===== src/rtl/alu_sequencer.sv =====
// Multi-cycle ALU sequencer: one-hot opcode in, single registered result out.
// Define ALU_SEQ_DIV_EN to build in the 32-step restoring divider for div/mod.
module alu_sequencer #(
   parameter int unsigned MUL_LAT = 2
) (
   input  logic        clk,
   input  logic        rst_n,
   input  logic        op_valid,
   output logic        op_ready,
   input  logic [12:0] alu_signals,
   input  logic [31:0] operand_a,
   input  logic [31:0] operand_b,
   output logic        res_valid,
   input  logic        res_ready,
   output logic [31:0] result,
   output logic [1:0]  flags,
   output logic        err,
   output logic        stall,
   output logic [1:0]  dbg_state
);

   // Handshakes: a transfer happens on a rising edge where valid & ready are both
   // high; valid never waits on ready, and result/err hold while res_valid & ~res_ready.

`ifdef ALU_SEQ_DIV_EN
   typedef enum logic [1:0] {IDLE = 2'd0, MUL_WAIT = 2'd1, DIV_RUN = 2'd2, DONE = 2'd3} state_e;
`else
   typedef enum logic [1:0] {IDLE = 2'd0, MUL_WAIT = 2'd1, DONE = 2'd3} state_e;
`endif

   state_e      state_q, state_d;
   logic [4:0]  cnt_q, cnt_d;
   logic [31:0] a_q, a_d;
   logic [31:0] b_q, b_d;
   logic [31:0] res_q, res_d;
   logic [1:0]  flags_q, flags_d;
   logic        err_q, err_d;
   logic        res_valid_q, res_valid_d;
   logic        op_ready_q, op_ready_d;
   logic [12:0] sel;
   logic        shamt_big;
`ifdef ALU_SEQ_DIV_EN
   logic [31:0] rem_q, rem_d;
   logic        is_mod_q, is_mod_d;
   logic [32:0] rem_sh;
   logic [32:0] diff;
   logic        q_bit;
`endif

   always_comb begin
      state_d     = state_q;
      cnt_d       = cnt_q;
      a_d         = a_q;
      b_d         = b_q;
      res_d       = res_q;
      flags_d     = flags_q;
      err_d       = err_q;
      res_valid_d = res_valid_q;
      op_ready_d  = op_ready_q;
      // isolate the lowest set opcode bit so multi-hot inputs pick one op
      sel         = alu_signals & (~alu_signals + 13'd1);
      shamt_big   = |operand_b[31:5];
`ifdef ALU_SEQ_DIV_EN
      rem_d       = rem_q;
      is_mod_d    = is_mod_q;
      rem_sh      = {rem_q, a_q[31]};
      diff        = rem_sh - {1'b0, b_q};
      q_bit       = ~diff[32];
`endif
      case (state_q)
         IDLE: begin
            if (op_valid && op_ready_q) begin
               state_d     = DONE;
               res_valid_d = 1'b1;
               op_ready_d  = 1'b0;
               res_d       = '0;
               err_d       = 1'b0;
               case (sel)
                  13'h0001: res_d = operand_a + operand_b;
                  13'h0002: res_d = operand_a - operand_b;
                  13'h0004: begin
                     res_d   = operand_a - operand_b;
                     flags_d = {$signed(operand_a) > $signed(operand_b), operand_a == operand_b};
                  end
                  13'h0008: begin
                     a_d = operand_a;
                     b_d = operand_b;
                     if (MUL_LAT <= 1) begin
                        res_d = operand_a * operand_b;
                     end else begin
                        state_d     = MUL_WAIT;
                        res_valid_d = 1'b0;
                        cnt_d       = 5'(MUL_LAT - 2);
                     end
                  end
                  13'h0010, 13'h0020: begin
`ifdef ALU_SEQ_DIV_EN
                     is_mod_d = sel[5];
                     if (operand_b == 32'd0) begin
                        res_d = sel[5] ? operand_a : 32'hFFFF_FFFF;
                        err_d = 1'b1;
                     end else begin
                        // a_q doubles as the dividend/quotient shift register
                        a_d         = operand_a;
                        b_d         = operand_b;
                        rem_d       = '0;
                        cnt_d       = '0;
                        state_d     = DIV_RUN;
                        res_valid_d = 1'b0;
                     end
`else
                     err_d = 1'b1;
`endif
                  end
                  13'h0040: res_d = shamt_big ? 32'd0 : operand_a << operand_b[4:0];
                  13'h0080: res_d = shamt_big ? 32'd0 : operand_a >> operand_b[4:0];
                  13'h0100: res_d = shamt_big ? {32{operand_a[31]}}
                                              : $unsigned($signed(operand_a) >>> operand_b[4:0]);
                  13'h0200: res_d = operand_a | operand_b;
                  13'h0400: res_d = operand_a & operand_b;
                  13'h0800: res_d = ~operand_a;
                  13'h1000: res_d = operand_b;
                  default:  res_d = '0;
               endcase
            end
         end
         MUL_WAIT: begin
            if (cnt_q == 5'd0) begin
               res_d       = a_q * b_q;
               state_d     = DONE;
               res_valid_d = 1'b1;
            end else begin
               cnt_d = cnt_q - 5'd1;
            end
         end
`ifdef ALU_SEQ_DIV_EN
         DIV_RUN: begin
            rem_d = q_bit ? diff[31:0] : rem_sh[31:0];
            a_d   = {a_q[30:0], q_bit};
            if (cnt_q == 5'd31) begin
               res_d       = is_mod_q ? rem_d : a_d;
               state_d     = DONE;
               res_valid_d = 1'b1;
            end else begin
               cnt_d = cnt_q + 5'd1;
            end
         end
`endif
         DONE: begin
            if (res_ready) begin
               state_d     = IDLE;
               res_valid_d = 1'b0;
               op_ready_d  = 1'b1;
            end
         end
         default: begin
            state_d     = IDLE;
            res_valid_d = 1'b0;
            op_ready_d  = 1'b1;
         end
      endcase
   end

   always_ff @(posedge clk or negedge rst_n) begin
      if (!rst_n) begin
         state_q     <= IDLE;
         cnt_q       <= '0;
         a_q         <= '0;
         b_q         <= '0;
         res_q       <= '0;
         flags_q     <= '0;
         err_q       <= 1'b0;
         res_valid_q <= 1'b0;
         op_ready_q  <= 1'b1;
`ifdef ALU_SEQ_DIV_EN
         rem_q       <= '0;
         is_mod_q    <= 1'b0;
`endif
      end else begin
         state_q     <= state_d;
         cnt_q       <= cnt_d;
         a_q         <= a_d;
         b_q         <= b_d;
         res_q       <= res_d;
         flags_q     <= flags_d;
         err_q       <= err_d;
         res_valid_q <= res_valid_d;
         op_ready_q  <= op_ready_d;
`ifdef ALU_SEQ_DIV_EN
         rem_q       <= rem_d;
         is_mod_q    <= is_mod_d;
`endif
      end
   end

   assign op_ready  = op_ready_q;
   assign res_valid = res_valid_q;
   assign result    = res_q;
   assign flags     = flags_q;
   assign err       = err_q;
   assign stall     = op_valid & ~op_ready_q;
   assign dbg_state = state_q;

endmodule

===== config.mk =====
export PLATFORM = sky130hd
export DESIGN_NAME = alu_sequencer
export DESIGN_NICKNAME = d
export VERILOG_FILES = /design/src/rtl/alu_sequencer.sv
export SDC_FILE = /design/constraint.sdc
export NUM_CORES = 2
export LEC_CHECK = 0
export BUFFER_PORTS_ARGS = -buffer_cell sky130_fd_sc_hd__buf_2
export CAP_MARGIN = 10
export CORE_MARGIN = 4
export CORE_UTILIZATION = 55
export DETAILED_ROUTE_END_ITERATION = 7
export GPL_TIMING_DRIVEN = 0
export PLACE_DENSITY = 0.72
export SLEW_MARGIN = 0
export SYNTH_ARGS = -nofsm -noshare
export SYNTH_HDL_FRONTEND = slang
export SYNTH_SLANG_ARGS = --single-unit

===== constraint.sdc =====
create_clock -name clk -period 9.8 [get_ports clk]
set_input_delay 1.47 -clock clk [delete_from_list [all_inputs] [get_ports clk]]
set_output_delay 1.47 -clock clk [all_outputs]
set_load 0.02 [all_outputs]

Word-level counts from Yosys, hierarchy flattened

Cells that the tools add are included.

Multiplexer cells: 25
Bitwise operators: 8
Div/mod/pow operators: 0
Order comparisons: 1
Reduce and logical (&&, ||, !) cells: 14
$add $sub $neg: 4
Eq/ne operators: 21
Shift-type cells: 3
$mul: 1

Operators by type and width:

| operator                                              | count |
|---|---|
| one-hot mux 32 bit (9 select lines)                   | 1 |
| 2-to-1 mux 32 bit                                     | 5 |
| one-hot mux 32 bit (2 select lines)                   | 1 |
| adder 32 bit                                          | 1 |
| AND 32 bit                                            | 1 |
| equality test 32 bit                                  | 1 |
| > comparator 32 bit                                   | 1 |
| multiplier 32 x 32 -> 32 bit                          | 1 |
| NOT 32 bit                                            | 1 |
| OR 32 bit                                             | 1 |
| left shift 32 x 5 -> 32 bit                           | 1 |
| right shift 32 x 5 -> 32 bit                          | 1 |
| >>> shifter 32 x 5 -> 32 bit                          | 1 |
| subtractor 32 bit                                     | 1 |
| OR reduction 27 bit                                   | 1 |
| 2-to-1 mux 5 bit                                      | 3 |
| AND reduction 3 bit                                   | 5 |
| adder 13 x 1 -> 13 bit, second input constant         | 1 |
| AND 13 bit                                            | 1 |
| equality test 13 x 1 -> 1 bit, second input constant  | 1 |
| equality test 13 x 10 -> 1 bit, second input constant | 1 |
| equality test 13 x 11 -> 1 bit, second input constant | 1 |
| equality test 13 x 12 -> 1 bit, second input constant | 1 |
| equality test 13 bit, second input constant           | 1 |
| other kinds (28)                                      | 43 |

Output and inout port bits: 40
Memories kept: 0
Bits in latches: 0
Logic and storage cells: 86
Bits in writable memories: 0
Flip-flop bits (word level): 108
Memory bits (read-only): 0

Logic depth before layout (Yosys ltp)

Depth in word-level cells: 8
Gate-level depth with buffers: 29
Mapped depth without buffers: 26

Least setup slack after synthesis

No wires, ideal clock.

Kind: reg-to-reg
From: register a_q[14]
To: register res_q[31] (netlist: result[31])
Period minus slack after synthesis: 7137 ps
Setup slack: 2663 ps
Arrival time: 6999 ps
Cell stages (with the launch flop): 28
Buffers on the path: 3
Cell sequence: dfrtp_1 clkbuf_1 clkbuf_1 and2_1 fa_1 inv_1 fa_1 fa_1 fa_1 inv_1 fa_1 inv_1 fa_1 inv_1 fa_1 fa_1 ha_1 clkbuf_1 a21oi_1 o21ai_0 a311o_1 a221oi_2 a211oi_1 o31ai_2 nand2b_1 a21oi_1 xnor2_1 o22ai_1

Longest elaborated chain between the ends: 3

Ends and longest elaborated chain:

| element                             | line | RTL |
|---|---|---|
| from (decl)                         | 33   | `logic [31:0] a_q, a_d;` |
| from (signal assigned)              | 168  | `a_q <= '0;` |
| from (signal assigned)              | 182  | `a_q <= a_d;` |
| multiplier 32 x 32 -> 32 bit        | 129  | `res_d = a_q * b_q;` |
| 2-to-1 mux 32 bit                   | 128  | `if (cnt_q == 5'd0) begin` |
| one-hot mux 32 bit (2 select lines) | 70   | `case (state_q)` |
| to (signal assigned)                | 184  | `res_q <= res_d;` |
| to (decl)                           | 35   | `logic [31:0] res_q, res_d;` |

Every way passes these cells. The select of a mux whose other input is x is not followed.
A chain may end at the register's enable or synchronous reset.

Worst setup path in the final report

From: register a_q[4]
To: register res_q[30] (netlist: result[30])

Same word-level chain as after synthesis.

==> impl_metrics.yaml <==
run_status:
  outcome: "finished clean"
clock_network:
  clk_latency_ns: 0.38
  clk_path_buf_depth: 2
  clock-sinks: 107
  cts.htree.levels: 3
  cts_tree: "yes"
  cts-buffers-inserted: 9
  cts_root_buffer: "clkbuf_16"
  clkTransAtPathRegs_ns: 0.08
sta:
  maxSlewViolCount: 0
  final.setup.tns_ns: 0
  tightest_slew_ns: 1.39
  setup_violations: 0
  post-route-period-util: 0.958
  period_minus_slack_ns: 9.39
  slew_headroom: 0.0525
  skew_ns: 0.0136
  rsz0062_at_grt: "no"
  fmax_mhz: 107
  hold_viol: 0
global_route:
  grt_usage: 0.472
  grt_antenna_before_repair: 7
  overflow: 0
  grt_pass1_wl_um: 194000
  grt_start_max_net_pins: 71
  grt_pass1_vias: 28946
setup_path:
  worstPathRequired_ns: 10.07
  critPathCaptureType: "flip-flop"
  worstPathMaxFanout: 10
  path_class: "reg -> reg"
  slowest_delay_ns: 0.75
  r2r_start: "a_q[4]"
  reg2reg_to: "result[30]"
  startpoint_type: "flip-flop"
  critPathMostFrequentCell: "fa_1"
  crit_slowest_cell: "clkbuf_1"
  r2r_cells: 29
  reg2reg_slack_ns: 0.41
  cp.arrival_ns: 9.66
final_layout:
  fin_nets: 4366
  fillerInstances: 4895
  drive_gt1_frac: 0.0817
  area_growth_pct: 6.26
  stdcell_count: 4352
die:
  die_area_um2: 56900
  rows: 84
  die-width_um: 239
  core-area_um2: 52600
  start_util: 0.556
  fp.dieH_um: 239
  io_pins: 121
flow_run:
  drv_cap: 0
detailed_routing:
  drcViolationCount: 0
  drtIter0Drc: 3325
  vias: 28514
  firstDrtPassIters: 8
  avgViaCountPerCell: 6.55
  ant_nets: 0
  routed_wl_um: 135000
  avgRoutedWirePerCell_um: 31.1
logic_synthesis:
  seq_area_frac_synth: 0.0916
  synth_nets: 4234
  synth_edf_count: 0
  avgSynthCellArea_um2: 8.30
  synth_flop_cell: "dfrtp_1"
  synth-seq-cells: 107
  syn_area_um2: 29200
  synth-async-reset-ratio: 1.00
  syn_inst: 3521
  yosysWarningCount: 0
  synth_cell_types: 106
place:
  dp_hpwl_um: 111000
  dp.cells: 4329
  place_congestion: 1.12
  io_buffers: 119
power:
  p_leak_uw: 0.0146
  ir_drop_mv: 0.0910
  p_per_area_nw_per_um2: 49.6
min_path:
  holdPathStages: 2
  hold_path_end: "err"
  hp-class: "reg -> reg"
  hold_start: "err"
[critical path: cells and delay by family (launching register included)]
kind / cells / cell delay, ns
compound gates: 4 / 1.00
fa+ha+maj: 9 / 3.79
buf+inv: 9 / 2.11
flops: 1 / 0.46
simple gates: 7 / 1.91
[cell families after synthesis]
| family | after synthesis | share of synthesized area |
|---|---|---|
| AOI/OAI and AO/OA | 713 | 0.160 |
| xor gates and xnor gates | 99 | 0.0297 |
| muxes | 98 | 0.0529 |
| buffers and inverters | 706 | 0.0950 |
| DFF | 107 | 0.0916 |
| adders and majority gates | 632 | 0.376 |
| and+or+nand+nor | 1166 | 0.195 |
[sequential cells by signal, summed over array words and instances (netlist names)]
name,cells
flags,2
err,1
op_ready,1
dbg_state,2
a_q,32
result,32
cnt_q,5
b_q,32
[layout make-up]
class                      count  area (um2)  share of cell area
antenna                        6        15.0            0.000483
buffer                       223         965              0.0311
clock buffer                  12         267             0.00858
clock inverter                 4        42.5             0.00137
inverter                     483        1810              0.0584
multi-input combinational   2708       23800               0.766
sequential                   107        2680              0.0862
tap                          688         861              0.0277
timing repair buffer         121         633              0.0204
[cells in the final DEF (no fill, tap or decap), types with 12 or more instances in the layout]
cell type | netlist | routed
inv_1 | 480 | 480
nand2_1 | 434 | 434
fa_1 | 410 | 410
and2_1 | 320 | 320
ha_1 | 222 | 222
a21oi_1 | 212 | 212
nor2_1 | 203 | 203
clkbuf_1 | 167 | 167
o21ai_0 | 158 | 158
buf_2 | 33 | 151
dfrtp_1 | 106 | 106
xnor2_1 | 81 | 81
nor3_1 | 45 | 45
mux4_2 | 42 | 42
mux2i_1 | 37 | 37
a211oi_1 | 36 | 36
nand3_1 | 36 | 36
o22ai_1 | 34 | 34
nand2b_1 | 24 | 24
a31oi_1 | 24 | 24
nor4_1 | 24 | 23
a21o_1 | 23 | 23
o21bai_1 | 20 | 20
a221oi_1 | 20 | 20
xor2_1 | 18 | 18
mux2_2 | 17 | 17
o221ai_1 | 17 | 17
o31ai_1 | 16 | 16
nor2b_1 | 12 | 12
[timing repair]
action                                  4_1_cts  5_1_grt
endpoints found under the setup margin        0        1
hold buffers                                  0        0
setup buffers                                 0        0
hold endpoints to repair                      0        0
gates resized for setup                       0        1
[layer usage]
metal / track usage / share of wire / vias up
li1: - / - / 11874
met5: 0 / 0.00050 / -
met3: 0.113 / 0.10 / 744
met4: 0.459 / 0.13 / 8
met1: 0.528 / 0.33 / 13915
met2: 0.733 / 0.44 / 1973
[synth_stat cells, drive strengths merged, types with 8 or more instances]
library cell	n	share of area
a2111oi	14	0.0048
a211oi	37	0.0097
a21o	23	0.0059
a21oi	213	0.037
a221o	11	0.0038
a221oi	24	0.0084
a31oi	25	0.0059
and2	320	0.068
and3	9	0.0019
buf	56	0.012
clkbuf	167	0.021
dfrtp	106	0.091
fa	410	0.28
ha	222	0.095
inv	481	0.062
mux2	18	0.0071
mux2i	38	0.013
mux4	42	0.032
nand2	434	0.056
nand2b	24	0.0051
nand3	36	0.0062
nor2	206	0.027
nor2b	12	0.0026
nor3	49	0.0095
nor4	26	0.0063
o211ai	11	0.0030
o21a	8	0.0021
o21ai	170	0.029
o21bai	20	0.0051
o221ai	17	0.0051
o22ai	34	0.0073
o31ai	18	0.0050
o41ai	11	0.0042
or2	13	0.0029
or3	10	0.0023
xnor2	81	0.024
xor2	18	0.0054
[worst max-delay path by stage]
stage          cells past startpoint     from         end
2_1_floorplan                     27  a_q[14]  result[31]
3_3_place_gp                      29   a_q[4]  result[30]
3_5_place_dp                      29   a_q[4]  result[30]
4_1_cts                           29   a_q[4]  result[30]
5_1_grt                           29   a_q[4]  result[30]
6_report                          29   a_q[4]  result[30]
[power breakdown]
group / leakage (uW) / switching [uW] / internal, uW
Combinational: 0.0131 / 486 / 216
Sequential: 0.00139 / 3.04 / 446
Clock: 0.000153 / 190 / 198
Total: 0.0146 / 679 / 860
[through the flow]
step           area (um2)  total power, uW  hold slack (ns)  utilization  worst slack (ns)
2_1_floorplan       29200              845            0.450            -              2.66
3_3_place_gp        30700             1130            0.463        0.584             0.562
3_5_place_dp        30700             1120            0.472        0.585             0.477
6_report            31100             1540            0.489        0.591             0.411
5_1_grt             31000             1580            0.520        0.591             0.231
4_1_cts             31000             1510            0.489        0.591             0.449
(Power assumes the default switching activity.)
